### config.mk
export PLATFORM = sky130hd
export DESIGN_NAME = behavioural
export DESIGN_NICKNAME = d
export VERILOG_FILES = /design/src/rtl/behavioural.sv
export SDC_FILE = /design/constraint.sdc
export NUM_CORES = 1
export LEC_CHECK = 0
export CORE_AREA = 4 4 41 43
export CTS_CLUSTER_DIAMETER = 40
export CTS_CLUSTER_SIZE = 8
export DETAILED_ROUTE_END_ITERATION = 6
export DIE_AREA = 0 0 45 47
export GPL_ROUTABILITY_DRIVEN = 1
export PLACE_DENSITY = 0.6
export SETUP_SLACK_MARGIN = 0.3
export SKIP_LAST_GASP = 1
export SLEW_MARGIN = 20
export SYNTH_ARGS = -nofsm -noshare
export SYNTH_HDL_FRONTEND = slang
export SYNTH_SLANG_ARGS = --single-unit
### constraint.sdc
create_clock -name clk -period 0.8 [get_ports clk]
set_input_delay 0.08 -clock clk [delete_from_list [all_inputs] [get_ports clk]]
set_output_delay 0.08 -clock clk [all_outputs]
set_load 0.1 [all_outputs]
### src/rtl/behavioural.sv
// Registered two-operand bitwise gate unit: eight logic results captured together
// on each valid input sample and held between samples.
module behavioural #(
  parameter int unsigned WIDTH = 1
) (
  input  logic             clk,
  input  logic             rst_n,
  input  logic             in_valid,
  input  logic [WIDTH-1:0] a,
  input  logic [WIDTH-1:0] b,
  output logic             out_valid,
  output logic [WIDTH-1:0] and_,
  output logic [WIDTH-1:0] or_,
  output logic [WIDTH-1:0] not_a,
  output logic [WIDTH-1:0] not_b,
  output logic [WIDTH-1:0] nand_,
  output logic [WIDTH-1:0] nor_,
  output logic [WIDTH-1:0] xor_,
  output logic [WIDTH-1:0] xnor_
);

  logic             out_valid_q;
  logic [WIDTH-1:0] and_d,   and_q;
  logic [WIDTH-1:0] or_d,    or_q;
  logic [WIDTH-1:0] not_a_d, not_a_q;
  logic [WIDTH-1:0] not_b_d, not_b_q;
  logic [WIDTH-1:0] nand_d,  nand_q;
  logic [WIDTH-1:0] nor_d,   nor_q;
  logic [WIDTH-1:0] xor_d,   xor_q;
  logic [WIDTH-1:0] xnor_d,  xnor_q;

  // Hold by default; operands only reach the registers on a valid sample,
  // so unknown operands while idle never propagate.
  always_comb begin
    and_d   = and_q;
    or_d    = or_q;
    not_a_d = not_a_q;
    not_b_d = not_b_q;
    nand_d  = nand_q;
    nor_d   = nor_q;
    xor_d   = xor_q;
    xnor_d  = xnor_q;
    if (in_valid) begin
      and_d   = a & b;
      or_d    = a | b;
      not_a_d = ~a;
      not_b_d = ~b;
      nand_d  = ~(a & b);
      nor_d   = ~(a | b);
      xor_d   = a ^ b;
      xnor_d  = ~(a ^ b);
    end
  end

  // Reset clears every result, including the inverting ones.
  always_ff @(posedge clk or negedge rst_n) begin
    if (!rst_n) begin
      out_valid_q <= 1'b0;
      and_q       <= '0;
      or_q        <= '0;
      not_a_q     <= '0;
      not_b_q     <= '0;
      nand_q      <= '0;
      nor_q       <= '0;
      xor_q       <= '0;
      xnor_q      <= '0;
    end else begin
      out_valid_q <= in_valid;
      and_q       <= and_d;
      or_q        <= or_d;
      not_a_q     <= not_a_d;
      not_b_q     <= not_b_d;
      nand_q      <= nand_d;
      nor_q       <= nor_d;
      xor_q       <= xor_d;
      xnor_q      <= xnor_d;
    end
  end

  assign out_valid = out_valid_q;
  assign and_      = and_q;
  assign or_       = or_q;
  assign not_a     = not_a_q;
  assign not_b     = not_b_q;
  assign nand_     = nand_q;
  assign nor_      = nor_q;
  assign xor_      = xor_q;
  assign xnor_     = xnor_q;

endmodule

==> metrics, run 1 <==
share of cells above drive strength 1 79.7%; global-route wire length before repair 1500 um; Final Wtd Congestion 0.690; die area 2120 um2; die height 47 um; Row Count 13; CP max FO 2; worst min path class in2async; 1st-pass router iterations 2; maximum vdd drop 0.00124 V; max-cap viol count 0; Critical Path, Cell by Cell buf_6 -> buf_12; Final Cycle Share 135%; Hold Fails Final Rpt 0; fmax 0.923 GHz; #FFs+latches synth 9; reg2reg end and_; Static Leakage 0.420 nW; final hold slack 0.151 ns; worst skew pair latency 0.25 ns; Die W 45 um; clock slew at the register clock pins of the worst setup and hold paths 0.06 ns; clock root cell clkbuf_4; Syn Area/Cell 15.2 um2; Starting Density a little under a third; min cycle time layout 1.08 ns; initial antenna violation count 0; status finished, violations left; post-synth design cell area 410 um2; Vias/cell between 4 and 5; # diodes 0; Synth Instances 27; unrepaired setup endpoints after global routing yes; area grow syn2layout 108%; Crit path largest cell delay 0.47 ns; reg-to-reg startpoint and_; clk_skew 0 ns; num ports 14; fin util 65.6%; DRC 0; total CTS buffers 3; Avg WL per Cell 11.5 um; Cell Area, Placed approximately 750 um2; Net Count, Synth 36; post-route ant nets 0; Cell variety after synth 6; clock tree buffer depth 2; Worst Path Required 0.72 ns; Total Wirelength 850 um; TritonCTS clock tree done; CTS H-tree depth 1; total power approximately 1.7 mW; worst setup path category reg2out; nets@finish 69; post-route cell area approximately 850 um2; final setup violation count 17; vias in the first global route 349; DPL Wire Length ~640 um; clock sink count 9; DR vias 297; kind of start point of the critical path flop; failing checks setup timing; largest net degree at the start of global routing 10; Critical Path Sink Type output port; r2r worst-path depth 2; pwr dens 1990 nW/um2; Yosys warning total 0; Slowest-stage cell, CP dfrtp_4; slew margin rel. 91.9%; Core Footprint 1300 um2; number of buffer cells added on primary ports 13; setup slack, reg-to-reg -0.19 ns; Slew Viols, Final 0; Worst EP arrival 1.00 ns; 1st-iter DRT viols 1; sequential-to-total area share from yosys stat between 50% and 60%; gr usage total 10.5%; Tightest Pin Transition 0.118 ns; grt ovf 0; Final WS setup -0.284 ns
layer usage:
layer  up-vias  share of wire, %  track usage, %
li1        148                 -               -
met1       141                40            11.0
met2         8                54            17.8
met3         0               5.8            2.68
met4         0                 0            8.77
met5         -                 0               0
cells in the mapped netlist:
cell type,n,area share (%)
buf_6,1,2.7
dfrtp_1,9,55
ha_1,4,12
inv_1,5,4.6
mux2i_1,3,7.3
mux2_4,5,18
placed cells by master, fill, tap and decap left out, drive strengths merged:
cell type       n
ha              4
clkbuf          4
mux2i           3
dfrtp           9
buf            25
mux2            5
inv             5
clkdlybuf4s50   1
dlygate4sd2     3
logic make-up after synthesis:
family     Yosys count  share of synthesized area (%)
flops                9                           54.9
mux                  8                           25.6
buf+inv              6                           7.32
fa+ha+maj            4                           12.2
layout make-up:
class | count | area, um2
fillers | 107 | 448
repair buffers | 29 | 375
flip-flops and latches | 9 | 259
multi-input cells | 12 | 155
clock buffers | 4 | 26.3
inverters | 5 | 18.8
well taps | 15 | 18.8
metrics by stage:
step | TNS, ns | setup WS, ns | cells
2_1_floorplan | -1.28 | -0.227 | 27
3_3_place_gp | -3.05 | -0.508 | 63
3_5_place_dp | -3.22 | -0.537 | 63
4_1_cts | -2.55 | -0.295 | 74
5_1_grt | -2.84 | -0.323 | 74
6_report | -2.44 | -0.284 | 74
what timing repair did:
action | 4_1_cts | 5_1_grt
gates resized for setup | 12 | 0
pin swaps | 1 | 0
endpoints found under the setup margin | 18 | 17
cloned | 0 | 0
hold buffers | 0 | 0
endpoints found under the hold margin | 0 | 0
buffers inserted | 7 | 0
worst max path at each step:
stage	cells after the start	end	start
floorplan	1	and_	and_
global placement	4	xor_	a
detailed placement	4	xor_	a
CTS	2	not_b	not_b
global route	2	and_	and_
finish	2	not_b	not_b
report_power, final:
group / leakage [nW] / switching [mW] / internal [mW]
sequential: 0.0965 / 0.0511 / 0.531
clock: 0.0150 / 0.141 / 0.191
combinational: 0.309 / 0.441 / 0.340
critical path: cells and delay by family, from the launching register on:
kind	cells	cell delay (ns)
DFF	1	0.47
buffers and inverters	2	0.27
(Power assumes the default switching activity.)
==> run 2, diff against run 1 <==
--- a/config.mk
+++ b/config.mk
@@ -10,7 +10,7 @@
 export CTS_CLUSTER_SIZE = 8
 export DETAILED_ROUTE_END_ITERATION = 6
 export DIE_AREA = 0 0 45 47
-export GPL_ROUTABILITY_DRIVEN = 1
+export GPL_ROUTABILITY_DRIVEN = 0
 export PLACE_DENSITY = 0.6
 export SETUP_SLACK_MARGIN = 0.3
 export SKIP_LAST_GASP = 1
==> results of run 2 <==
Final layout, timing and power as in run 1 (identical DEF).
==> run 3, diff against run 2 <==
--- a/config.mk
+++ b/config.mk
@@ -10,11 +10,11 @@
 export CTS_CLUSTER_SIZE = 8
 export DETAILED_ROUTE_END_ITERATION = 6
 export DIE_AREA = 0 0 45 47
+export DONT_BUFFER_PORTS = 1
 export GPL_ROUTABILITY_DRIVEN = 0
-export PLACE_DENSITY = 0.6
+export PLACE_DENSITY = 0.46
 export SETUP_SLACK_MARGIN = 0.3
 export SKIP_LAST_GASP = 1
-export SLEW_MARGIN = 20
 export SYNTH_ARGS = -nofsm -noshare
 export SYNTH_HDL_FRONTEND = slang
 export SYNTH_SLANG_ARGS = --single-unit
==> run 3 against run 2 <==
Against the previous run: largest cell class is now registers; critical path depth shrank 1; via count shrank 14%; critical endpoint is now xnor_; routed wire length fell by 7.6%; setup slack improved by 0.063 ns; combinational power is 15% lower; the flow finishes with violations (hold timing, setup timing); register-to-register slack about the same; die area unchanged.
==> metrics, run 3 (synthesized netlist as in run 1, its figures left out) <==
status finished, violations left (unchanged); failing checks hold timing, setup timing (was setup timing); nets@finish 55 (was 69); Critical Path, Cell by Cell buf_12 (was buf_6 -> buf_12); grt ovf 0 (unchanged); vias in the first global route 287 (was 349); most common cell after layout, fill and taps aside dfrtp_4 (was buf_12); Critical Path Sink Type output port (unchanged); min cycle time layout 1.02 ns (was 1.08 ns); num ports 14 (unchanged); fmax 0.980 GHz (was 0.923 GHz); CTS Hold Buffers Added 1 (was 0); worst skew pair latency 0.26 ns (was 0.25 ns); Slowest-stage cell, CP dfrtp_4 (unchanged); die height 47 um (unchanged); Core Footprint 1300 um2 (unchanged); final setup violation count 16 (was 17); DP Worst Slack -0.0433 ns (was -0.537 ns); Slew Viols, Final 0 (unchanged); clock sink count 9 (unchanged); pwr dens 2280 nW/um2 (was 1990 nW/um2); max-cap viol count 0 (unchanged); Top delay family on crit path flip-flops (unchanged); FF+latch area 259 um2 (unchanged); Tightest Pin Transition 0.411 ns (was 0.118 ns); CP max FO 2 (unchanged); 1st-iter DRT viols 0 (was 1); Starting Density 31.5% (unchanged); clock tree buffer depth 2 (unchanged); Hold Fails Final Rpt 18 (was 0); total CTS buffers 3 (unchanged); Multi-input gate area 155 um2 (unchanged); CTS H-tree depth 1 (unchanged); Vias/cell 4.23 (was 4.01); Total Wirelength 785 um (was 850 um); clock root cell clkbuf_4 (unchanged); unrepaired setup endpoints after global routing yes (unchanged); Buf+Inv Stages, Crit Path 1 (was 2); maximum vdd drop 0.00116 V (was 0.00124 V); DRC 0 (unchanged); Crit path largest cell delay 0.50 ns (was 0.47 ns); largest net degree at the start of global routing 10 (unchanged); initial antenna violation count 0 (unchanged); Final Cycle Share 128% (was 135%); clk_skew 0 ns (unchanged); die area 2120 um2 (unchanged); number of buffer cells added on primary ports 0 (was 13); area grow syn2layout 73.5% (was 108%); Filler cells 109 (was 107); Final WS setup -0.221 ns (was -0.284 ns); Avg WL per Cell 13.1 um (was 11.5 um); # diodes 0 (unchanged); Worst Path Required 0.72 ns (about the same); worst setup path category reg2out (unchanged); total power 1.62 mW (was 1.70 mW); fin util 54.7% (was 65.6%); 1st-pass router iterations 1 (was 2); Row Count 13 (unchanged); clock slew at the register clock pins of the worst setup and hold paths 0.07 ns (was 0.06 ns); post-route ant nets 0 (unchanged); Static Leakage 0.352 nW (was 0.420 nW); final hold slack -0.204 ns (was 0.151 ns); DPL Wire Length 555 um (was 643 um); DR vias 254 (was 297); slew margin rel. 72.6% (was 91.9%); kind of start point of the critical path flop (unchanged); share of cells above drive strength 1 77.8% (was 79.7%); gr usage total 9.32% (was 10.5%); Die W 45 um (unchanged); TritonCTS clock tree done (unchanged); Worst EP arrival 0.94 ns (was 1.00 ns); global-route wire length before repair 1310 um (was 1500 um); most frequent cells in the layout dfrtp_4, buf_12, mux2_4 (was buf_12, dfrtp_4, buf_4); worst min path class in2async (unchanged)
-- run 3: cell types whose count changed in the layout (fill, tap and decap cells not counted) --
cell / change
buf_12: -2
buf_4: -6
buf_6: -3
clkbuf_1: -1
clkdlybuf4s50_1: -1
clkinv_2: +1
dlygate4sd2_1: -3
dlymetal6s4s_1: +1
inv_1: +2
inv_2: -2
-- run 3: final timing paths --
check / from / end / slack (ns) / cells after the start
setup reg to reg: not_a / not_a / -0.19 / 2
hold / removal: rst_n / out_valid / -0.20 / 1
min in group clk: in_valid / out_valid / -0.17 / 0
setup / recovery: xnor_ / xnor_ / -0.22 / 1
hold reg to reg: and_ / and_ / 0.59 / 1
max in group asynchronous: rst_n / and_ / 0.67 / 1
-- run 3: layout make-up --
type                    instances  share of cell area (%)
clock inverters                 1                   0.703
repair buffers                 15                    32.7
clock buffers                   3                    3.16
multi-input cells              12                    21.8
inverters                       5                    2.64
well taps                      15                    2.64
flip-flops and latches          9                    36.4
-- run 3: metrics by stage --
step,instance area [um2],TNS [ns],std cells
final,712,-2.48,60
after global routing,712,-2.90,60
after CTS,691,-2.46,59
after detailed placement,564,-0.205,51
after global placement,564,-0.184,51
after floorplan,444,-1.28,27
-- run 3: layer usage --
metal	global-route usage (%)	up-vias	wire length, um
met2	13.6	13	350
li1	-	121	-
met4	7.02	0	23
met3	4.60	4	74
met5	0	-	0
met1	10.5	116	335
-- run 3: repair_timing --
item | CTS | global route
gates resized for setup | 16 | 4
endpoints found under the setup margin | 17 | 26
endpoints found under the hold margin | 18 | 18
buffers inserted | 3 | 1
-- run 3: where the power goes --
group          internal, mW  total [mW]  switching, mW
clock                 0.185       0.360          0.175
sequential            0.531       0.604         0.0735
combinational         0.272       0.660          0.387
